## src/rtl/fsm_alimentador_piezas.sv

```systemverilog
// rtl/fsm_alimentador_piezas.sv - piece feeder FSM driving an inspection handshake
//
// Feeds a batch of pieces to an inspection FSM. Each piece is presented (P),
// its expected quality is shown on RI, and the FSM waits for an accept or
// reject acknowledge on Y. The acknowledge totals are counted and saturate
// at 15. A fault response, or no response within TIMEOUT cycles, aborts the
// batch with a sticky error flag.
//
// Ports:
//   clk        - single clock, rising edge
//   reset      - asynchronous active-high reset
//   start      - batch request, sampled only in IDLE
//   batch_len  - pieces in the batch (0 = empty batch, done pulse only)
//   pattern    - expected quality per piece, bit idx: 1 = reject, 0 = accept
//   Y          - response: 00 none, 01 accept-ack, 10 reject-ack, 11 fault
//   P          - piece present
//   RI         - inspection result for the piece in flight
//   busy       - high in every state except IDLE
//   done       - one-cycle pulse at batch end (normal or aborted)
//   error      - sticky, cleared by reset or an accepted start
//   ok_count   - acknowledged accepts
//   rej_count  - acknowledged rejects
//
// Optional feature: define ALIMENTADOR_CHECK_EN to abort the batch when the
// acknowledge disagrees with RI.

module fsm_alimentador_piezas #(
    parameter int TIMEOUT = 15
) (
    input  logic       clk,
    input  logic       reset,
    input  logic       start,
    input  logic [3:0] batch_len,
    input  logic [7:0] pattern,
    input  logic [1:0] Y,
    output logic       P,
    output logic       RI,
    output logic       busy,
    output logic       done,
    output logic       error,
    output logic [3:0] ok_count,
    output logic [3:0] rej_count
);

    localparam logic [7:0] TIMEOUT_C = 8'(TIMEOUT);

    typedef enum logic [2:0] {
        IDLE,
        PRESENT,
        INSPECT,
        WAIT_ACK,
        GAP
    } state_t;

    state_t     state_q, state_d;
    logic [3:0] remaining_q, remaining_d;
    logic [2:0] idx_q, idx_d;
    logic [7:0] pattern_q, pattern_d;
    logic [7:0] timer_q, timer_d;
    logic       p_q, p_d;
    logic       ri_q, ri_d;
    logic       done_q, done_d;
    logic       error_q, error_d;
    logic [3:0] ok_q, ok_d;
    logic [3:0] rej_q, rej_d;

    always_comb begin
        state_d     = state_q;
        remaining_d = remaining_q;
        idx_d       = idx_q;
        pattern_d   = pattern_q;
        timer_d     = timer_q;
        done_d      = 1'b0;
        error_d     = error_q;
        ok_d        = ok_q;
        rej_d       = rej_q;

        case (state_q)
            IDLE: begin
                if (start) begin
                    ok_d    = 4'd0;
                    rej_d   = 4'd0;
                    error_d = 1'b0;
                    if (batch_len != 4'd0) begin
                        state_d     = PRESENT;
                        remaining_d = batch_len;
                        idx_d       = 3'd0;
                        pattern_d   = pattern;
                    end else begin
                        done_d = 1'b1;
                    end
                end
            end
            PRESENT: state_d = INSPECT;
            INSPECT: begin
                state_d = WAIT_ACK;
                timer_d = 8'd0;
            end
            WAIT_ACK: begin
                case (Y)
                    2'b01: begin
`ifdef ALIMENTADOR_CHECK_EN
                        if (ri_q) begin
                            error_d = 1'b1;
                            done_d  = 1'b1;
                            state_d = IDLE;
                        end else begin
                            ok_d    = (ok_q == 4'hF) ? ok_q : ok_q + 4'd1;
                            state_d = GAP;
                        end
`else
                        ok_d    = (ok_q == 4'hF) ? ok_q : ok_q + 4'd1;
                        state_d = GAP;
`endif
                    end
                    2'b10: begin
`ifdef ALIMENTADOR_CHECK_EN
                        if (!ri_q) begin
                            error_d = 1'b1;
                            done_d  = 1'b1;
                            state_d = IDLE;
                        end else begin
                            rej_d   = (rej_q == 4'hF) ? rej_q : rej_q + 4'd1;
                            state_d = GAP;
                        end
`else
                        rej_d   = (rej_q == 4'hF) ? rej_q : rej_q + 4'd1;
                        state_d = GAP;
`endif
                    end
                    2'b11: begin
                        error_d = 1'b1;
                        done_d  = 1'b1;
                        state_d = IDLE;
                    end
                    default: begin
                        // A response on the last allowed cycle still wins;
                        // only a silent cycle can expire the timer.
                        if (timer_q + 8'd1 == TIMEOUT_C) begin
                            error_d = 1'b1;
                            done_d  = 1'b1;
                            state_d = IDLE;
                        end else begin
                            timer_d = timer_q + 8'd1;
                        end
                    end
                endcase
            end
            GAP: begin
                remaining_d = remaining_q - 4'd1;
                if (remaining_d == 4'd0) begin
                    done_d  = 1'b1;
                    state_d = IDLE;
                end else begin
                    // 3-bit index wraps so pieces beyond 8 reuse the pattern
                    idx_d   = idx_q + 3'd1;
                    state_d = PRESENT;
                end
            end
            default: state_d = IDLE;
        endcase

        // Outputs are registered from the next state so they line up with it.
        p_d  = (state_d == PRESENT) || (state_d == INSPECT) || (state_d == WAIT_ACK);
        ri_d = ((state_d == INSPECT) || (state_d == WAIT_ACK)) ? pattern_d[idx_d] : 1'b0;
    end

    always_ff @(posedge clk or posedge reset) begin
        if (reset) begin
            state_q     <= IDLE;
            remaining_q <= 4'd0;
            idx_q       <= 3'd0;
            pattern_q   <= 8'd0;
            timer_q     <= 8'd0;
            p_q         <= 1'b0;
            ri_q        <= 1'b0;
            done_q      <= 1'b0;
            error_q     <= 1'b0;
            ok_q        <= 4'd0;
            rej_q       <= 4'd0;
        end else begin
            state_q     <= state_d;
            remaining_q <= remaining_d;
            idx_q       <= idx_d;
            pattern_q   <= pattern_d;
            timer_q     <= timer_d;
            p_q         <= p_d;
            ri_q        <= ri_d;
            done_q      <= done_d;
            error_q     <= error_d;
            ok_q        <= ok_d;
            rej_q       <= rej_d;
        end
    end

    assign P         = p_q;
    assign RI        = ri_q;
    assign busy      = (state_q != IDLE);
    assign done      = done_q;
    assign error     = error_q;
    assign ok_count  = ok_q;
    assign rej_count = rej_q;

endmodule

```

## config.mk

```make
export PLATFORM = sky130hd
export DESIGN_NAME = fsm_alimentador_piezas
export DESIGN_NICKNAME = d
export VERILOG_FILES = /design/src/rtl/fsm_alimentador_piezas.sv
export SDC_FILE = /design/constraint.sdc
export NUM_CORES = 1
export LEC_CHECK = 0
export ABC_CLOCK_PERIOD_IN_PS = 3500
export CAP_MARGIN = 25
export CORE_UTILIZATION = 40
export DETAILED_ROUTE_END_ITERATION = 10
export PLACE_DENSITY = 0.63
export SETUP_SLACK_MARGIN = 0.02
export SKIP_CTS_REPAIR_TIMING = 1
export SLEW_MARGIN = 15
export SYNTH_ARGS = -nofsm -noshare
export SYNTH_HDL_FRONTEND = slang
export SYNTH_SLANG_ARGS = --single-unit
```

## constraint.sdc

```tcl
create_clock -name clk -period 3.5 [get_ports clk]
set_clock_uncertainty 0.1 [all_clocks]
set_input_delay 1.05 -clock clk [delete_from_list [all_inputs] [get_ports clk]]
set_output_delay 1.05 -clock clk [all_outputs]
set_load 0.03 [all_outputs]
```

# After elaboration in Yosys (flattened, before gate mapping)

Cells that the tools add are included.

Multiplexer cells: 39
$lt $le $gt $ge: 1
Equal/unequal tests: 23
Add/subtract/negate cells: 5
Reductions and logical operators: 17

Operator list:

| cell                | count |
|---|---|
| $mux 8              | 5 |
| $mux 4              | 7 |
| $pmux 4 s2          | 3 |
| $mux 3              | 6 |
| $ne 2x2->1 const B  | 9 |
| $pmux 8 s2          | 1 |
| $pmux 3 s5          | 1 |
| $eq 3x2->1 const B  | 4 |
| $pmux 3 s2          | 2 |
| $reduce_and 4->1    | 3 |
| $mux 1              | 9 |
| $add 4x1->4 const B | 2 |
| $add 8x1->8 const B | 1 |
| $eq 4x4->1 const B  | 2 |
| $eq 8x4->1 const B  | 1 |
| $eq 3x1->1 const B  | 2 |
| $pmux 1 s2          | 3 |
| $reduce_and 3->1    | 2 |
| $reduce_bool 2->1   | 3 |
| $eq 2x2->1 const B  | 2 |
| $logic_not 4->1     | 1 |
| $lt 3x4->1 const B  | 1 |
| $reduce_bool 4->1   | 1 |
| $sub 4x1->4 const B | 1 |
| other kinds (11)    | 13 |

Output and inout port bits: 13
Logic and storage cells: 96
Flip-flop bits (word level): 38
Input port bits: 17

# Longest topological paths before layout

Gate-level depths: netlist of the first run.

Word-level depth: 8
Depth in mapped cells: 9

# Worst setup path after synthesis of the first run

OpenSTA, ideal clock, no wires.

Kind: input to register
From: input port batch_len[0]
To: register ri_q (netlist: RI)
Arrival: 2.930 ns
Path buffers: 0
Stages: 7
Path slack: 0.350 ns
Data required time: 3.280 ns
Cell sequence: or4_4 nand3_2 a21oi_1 o31a_2 mux2_4 a2111o_1 o211a_1

Longest elaborated chain between the ends: 7
Elaborated cells between the ends (all ways): 16

RTL lines:

| item                                                             | line | source |
|---|---|---|
| from (decl)                                                      | 33   | `input logic [3:0] batch_len,` |
| $reduce_bool 4->1 (*)                                            | 84   | `if (batch_len != 4'd0) begin` |
| $mux 3 or $mux 8 (tied branches)                                 | 84   |  |
| $mux 3 or $mux 8 (tied branches)                                 | 80   | `if (start) begin` |
| $pmux 3 s2, or another cell as far along                         | 78   | `case (state_q)` |
| $bmux 1 s3 or $eq 3x2->1 (tied branches)                         | 165  | `ri_d = ((state_d == INSPECT) \|\| (state_d == WAIT_ACK)) ? pattern_d[idx_d] : 1'b0;` |
| $mux 1 (implied by the code) or $logic_or 1x1->1 (tied branches) | 165  |  |
| $mux 1 (*)                                                       | 165  |  |
| via ri_d                                                         | 61   | `logic ri_q, ri_d;` |
| to (signal assigned)                                             | 188  | `ri_q <= ri_d;` |
| to (decl)                                                        | 61   |  |

Mark *: on every way through the listed nets, which the timed path passes. The rest lies on a longest branch. The select of a mux whose other input is x is not followed.
A chain may end at the register's enable or synchronous reset.

# Worst setup path after layout of the first run

Same ends and word-level chain as after synthesis.

==> results of run 1 <==
-- kinds of logic after synthesis --
| group | after synthesis |
|---|---|
| AND/OR/NAND/NOR | 101 |
| AO/OA/AOI/OAI | 45 |
| flip-flops | 38 |
| buffers and inverters | 18 |
| adder cells (fa/ha/maj) | 11 |
| XOR/XNOR | 6 |
| multiplexers | 6 |
-- synth_stat cells, types with 3 or more instances --
master / number / area (um2)
nand4_1: 4 / 25.0
and3_1: 6 / 37.5
nand3_1: 10 / 50.1
o21ai_0: 9 / 45.0
a21o_1: 3 / 22.5
nand2_1: 44 / 165
mux2i_1: 3 / 30.0
a31oi_1: 5 / 31.3
dfrtp_1: 38 / 951
clkbuf_1: 4 / 15.0
xor2_1: 5 / 43.8
nand2b_1: 4 / 25.0
nor3_1: 5 / 25.0
a211o_1: 3 / 26.3
o21ai_1: 7 / 35.0
ha_1: 11 / 138
nor2_1: 15 / 56.3
and2_1: 3 / 18.8
o31ai_1: 4 / 30.0
inv_1: 13 / 48.8
-- routing by layer --
metal  vias up  track usage [%]
li1        870                -
met1       795             24.1
met2        27             28.1
met3         5             4.07
met4         0             5.77
met5         -                0
-- through the flow --
| step | TNS (ps) | std cells | total power, mW |
|---|---|---|---|
| 2_1_floorplan | 0 | 225 | 1.24 |
| 3_3_place_gp | -63.6 | 326 | 1.49 |
| 3_5_place_dp | -84.5 | 326 | 1.51 |
| 4_1_cts | 0 | 334 | 1.86 |
| 5_1_grt | 0 | 334 | 2.00 |
| 6_report | 0 | 334 | 1.84 |
-- flip-flops by register name, summed over array words and instances, names as in the netlist --
name         flops
ok_count         4
state_q          3
P                1
pattern_q        8
error            1
RI               1
idx_q            3
rej_count        4
timer_q          8
remaining_q      4
done             1
-- power breakdown --
group	switching (mW)	internal, mW
Clock	0.147	0.199
Combinational	0.435	0.350
Sequential	0.126	0.582
-- critical path, cell delays in order --
cell and delay, ps:
clkdlybuf4s50_1 420, or4_4 550, nand3_2 100, a21oi_1 60, o31a_2 370, mux2_4 300
a2111o_1 390, o211a_1 110
-- how the worst max path moves through the flow --
stage	from	to	depth (start not counted)
finish	batch_len[0]	RI	8
global route	batch_len[0]	RI	8
CTS	batch_len[0]	RI	8
detailed placement	batch_len[0]	RI	8
global placement	batch_len[0]	RI	8
floorplan	batch_len[0]	RI	7
-- final cells by class --
cell class / count / share of cell area [%]
Inverter: 14 / 2.01
Timing Repair Buffer: 38 / 13.7
Multi-Input combinational cell: 169 / 40.6
Sequential cell: 38 / 36.3
Clock buffer: 8 / 4.20
Tap cell: 67 / 3.20
==> reports/metrics.yaml, run 1 <==
hold_path:
  hold_depth: 2
  min_from: "pattern_q[7]"
  hp-class: "reg -> reg"
  hold_end: "pattern_q[7]"
synthesis:
  synth_seq_cells: 38
  synth_nets: 253
  synth_top_family_by_area: "simple AND/OR/NAND/NOR gates"
  ys_warn_count: 0
  synthXorXnorAreaFrac_pct: 2.52
  syn_inst: 225
  synth-edff-count: 0
  synth_seq_area_share_pct: 45.6
  async_flop_share_pct: 100
  synthSimpleGateAreaFrac_pct: 23.4
  ys.flop_type: "dfrtp_1"
  synth-compound-area-share_pct: 14.8
  synthAdderAreaFrac_pct: 6.61
  syn_area_mm2: 0.00208
  synthMuxAreaShare_pct: 3.78
  synth_cell_types: 46
  avgSynthCellArea_um2: 9.26
drt:
  drc: 0
  post_drt_via_cell_ratio: 5.08
  met1Wirelength_um: 2030
  wl_per_cell_um: 12.4
  wl_met3_um: 134
  routed_wl_um: 4150
  drtIter0Drc: 70
  vias: 1697
  firstDrtPassIters: 4
  final_antenna_net_count: 0
  wl_met2_um: 1940
  top_layer_used: "met4"
cells_and_area:
  drive_gt1_share_pct: 9.74
  final_common_cell: "nand2_1"
  multi_input_area_mm2: 0.00106
  fillers: 467
  areaGrowthSynthToFinish_pct: 25.8
  seq_area_um2: 951
  n_antenna_cell: 0
  stdcell_area_mm2: 0.00262
  fin_util_pct: 53.7
  final_cell_mix: "nand2_1, dfrtp_1, clkdlybuf4s50_1, nor2_1, inv_1"
  nets: 294
timing:
  rsz0062_at_grt: "no"
  fin_crit_sh_pct: 93.6
  layout_min_cycle_time_ps: 3280
  setup_violations: 0
  relSlewSlack_pct: 67.9
  worst_slack_ps: 225
  max_freq_mhz: 305
  slew_violations: 0
  worstMarginPinSlew_ps: 482
  hold_ws_ps: 378
  finalHoldViolCount: 0
die:
  start_util_pct: 42.7
  fp.dieH_um: 74.2
  die_w_um: 74.2
  coreArea_mm2: 0.00488
  floorplan.rows: 25
  die-area_mm2: 0.00550
  io_pins: 30
place:
  dpl_worst_slack_ps: -84.5
  portBuffers: 29
  place_congestion: 0.782
  dpl_cell_area_mm2: 0.00251
  place_hpwl_um: 3070
clock_tree:
  clkTransAtPathRegs_ps: 70
  clk_latency_ps: 280
  cts_sinks: 38
  cts-htree-levels: 2
  cts_tree: "yes"
  root_buffer: "clkbuf_8"
  cts_buffers: 5
  cts_buffer_depth: 2
power_and_ir_drop:
  worst_ir_drop_vdd_mv: 0.297
  leakagePower_nw: 1.25
  power_density_mw_per_mm2: 702
run_status:
  status: "finished clean"
setup_path:
  timing.critical_path.arrival_ps: 3350
  critPathKind: "in -> reg"
  critPathLaunchType: "input port"
  worstReg2RegStart: "remaining_q[0]"
  rr_endpoint: "RI"
  r2r_setup_slack_ps: 690
  cp_max_fo: 3
  end_kind: "register"
  r2r_cells: 9
  cp_data_required_time_ps: 3580
global_route:
  track_usage_pct: 17.7
  grt-ovfl-total: 0
  grt_pass1_vias: 1613
  grt_first_pass_wirelength_um: 7360
  grt_antenna_before_repair: 0
  grt_max_degree: 39
flow_run:
  max-cap-violations: 0
(Power assumes the default switching activity.)
==> run 2, diff against run 1 <==
--- a/config.mk
+++ b/config.mk
@@ -6,7 +6,6 @@
 export NUM_CORES = 1
 export LEC_CHECK = 0
 export ABC_CLOCK_PERIOD_IN_PS = 3500
-export CAP_MARGIN = 25
 export CORE_UTILIZATION = 40
 export DETAILED_ROUTE_END_ITERATION = 10
 export PLACE_DENSITY = 0.63
==> results of run 2 <==
No change in the layout: final DEF, timing and power equal those of run 1.
==> run 3, diff against run 2 <==
--- a/config.mk
+++ b/config.mk
@@ -6,6 +6,7 @@
 export NUM_CORES = 1
 export LEC_CHECK = 0
 export ABC_CLOCK_PERIOD_IN_PS = 3500
+export CORE_MARGIN = 2
 export CORE_UTILIZATION = 40
 export DETAILED_ROUTE_END_ITERATION = 10
 export PLACE_DENSITY = 0.63
==> run 3 against run 2 <==
  * Cell area up 0.29%
  * Via count is 0.35% lower
  * Clock-buffer cell count shrank 3
  * Worst hold slack better by 9.4 ps
  * Critical path type unchanged
  * Clock power rose by 9.8%
  * Total power grew 1.6%
==> reports/metrics.yaml, run 3 (synthesis results as in run 1) <==
clock_tree:
  cts_tree: "yes"
  clkTransAtPathRegs_ps: 80
  cts_buffer_depth: 2
  cts-htree-levels: 2
  clk_latency_ps: 290
  cts_sinks: 38
  cts_buffers: 5
  root_buffer: "clkbuf_8"
flow_run:
  max-cap-violations: 0
cells_and_area:
  reg.largest.list: "pattern_q (8), timer_q (8)"
  final_cell_mix: "nand2_1, dfrtp_1, clkdlybuf4s50_1, nor2_1, inv_1"
  areaGrowthSynthToFinish_pct: 26.1
  drive_gt1_share_pct: 9.74
  n_antenna_cell: 0
  final_common_cell: "nand2_1"
  nets: 294
  fin_util_pct: 51.8
global_route:
  met1_usage_pct: 18.7
  grt_antenna_before_repair: 0
  track_usage_pct: 15.4
  grt_max_degree: 39
  grt-ovfl-total: 0
  grt_pass1_vias: 1672
  use_met3_pct: 3.20
  busiest_layer: "met2"
  grt_first_pass_wirelength_um: 7390
  grtUsageMet2_pct: 27.9
place:
  portBuffers: 29
  place_congestion: 0.759
  place_hpwl_um: 3100
setup_path:
  timing.critical_path.arrival_ps: 3360
  critPathKind: "in -> reg"
  crit_start: "batch_len[0]"
  cp_data_required_time_ps: 3590
  critPathLaunchType: "input port"
  worstReg2RegStart: "remaining_q[0]"
  slowest_stage: "or4_4"
  end_kind: "register"
  slowest_delay_ps: 550
  cp_max_fo: 3
  worstPathCellList: "clkdlybuf4s50_1, or4_4, nand3_2, a21oi_1, o31a_2, mux2_4, a2111o_1, o211a_1"
die:
  floorplan.rows: 26
  io_pins: 30
  die_w_um: 76.2
  fp.dieH_um: 76.2
  die-area_mm2: 0.00580
  start_util_pct: 41.1
  coreArea_mm2: 0.00507
drt:
  firstDrtPassIters: 4
  wl_per_cell_um: 12.5
  drc: 0
  routed_wl_um: 4210
  drtIter0Drc: 97
  vias: 1691
  post_drt_via_cell_ratio: 5.02
  final_antenna_net_count: 0
timing:
  setup_violations: 0
  fin_crit_sh_pct: 93.5
  slew_violations: 0
  relSlewSlack_pct: 68.2
  rsz0062_at_grt: "no"
  max_freq_mhz: 306
  layout_min_cycle_time_ps: 3270
  worstMarginPinSlew_ps: 477
  finalHoldViolCount: 0
power_and_ir_drop:
  totalPowerFinal_mw: 1.87
  power_density_mw_per_mm2: 711
  worst_ir_drop_vdd_mv: 0.332
  leakagePower_nw: 1.25
hold_path:
  min_from: "pattern_q[6]"
  hp-class: "reg -> reg"
run_status:
  status: "finished clean"
run 3: cell types whose count changed in the layout (fill, tap and decap cells not counted):
cell / delta
bufinv_16: +1
clkbuf_8: -3
clkinvlp_4: +2
run 3: worst paths after layout:
check	end	slack (ps)	cells after the start
min reg2reg	pattern_q[6]	390	2
min in group asynchronous	pattern_q[2]	1070	3
max	RI	230	8
min	pattern_q[6]	390	2
max in group asynchronous	rej_count[0]	1890	3
max reg2reg	RI	710	9
run 3: per-stage QoR:
stage          instances  setup TNS (ps)  hold WS [ps]  worst slack, ps  instance area [um2]
2_1_floorplan        225               0           336              350                 2080
3_3_place_gp         329           -61.7           357            -61.7                 2510
3_5_place_dp         329           -79.6           366            -79.6                 2510
4_1_cts              337               0           386              230                 2630
5_1_grt              337               0           417              146                 2630
6_report             337               0           387              227                 2630
run 3: area by class of cell:
| cell class | instances | area [um2] |
|---|---|---|
| flip-flops and latches | 38 | 951 |
| well taps | 70 | 87.6 |
| clock buffers | 5 | 68.8 |
| fillers | 494 | 2450 |
| clock inverters | 3 | 45.0 |
| repair buffers | 38 | 358 |
| multi-input cells | 169 | 1060 |
| inverters | 14 | 52.6 |
run 3: critical path, delay by kind of cell:
kind                   cells  cell delay [ps]
buffers and inverters      1              420
muxes                      1              300
and+or+nand+nor            2              650
AOI/OAI and AO/OA          4              930
run 3: layer usage:
layer  part of all wire (%)  up-vias
met5                      0        -
met4                   0.55        0
met3                    3.0        2
met2                     50       24
met1                     46      793
li1                       -      872
run 3: power by group:
part           internal [mW]  total (mW)  switching [mW]  leakage, nW
combinational          0.346       0.783           0.437        0.701
sequential             0.581       0.706           0.125        0.496
clock                  0.212       0.380           0.168       0.0504
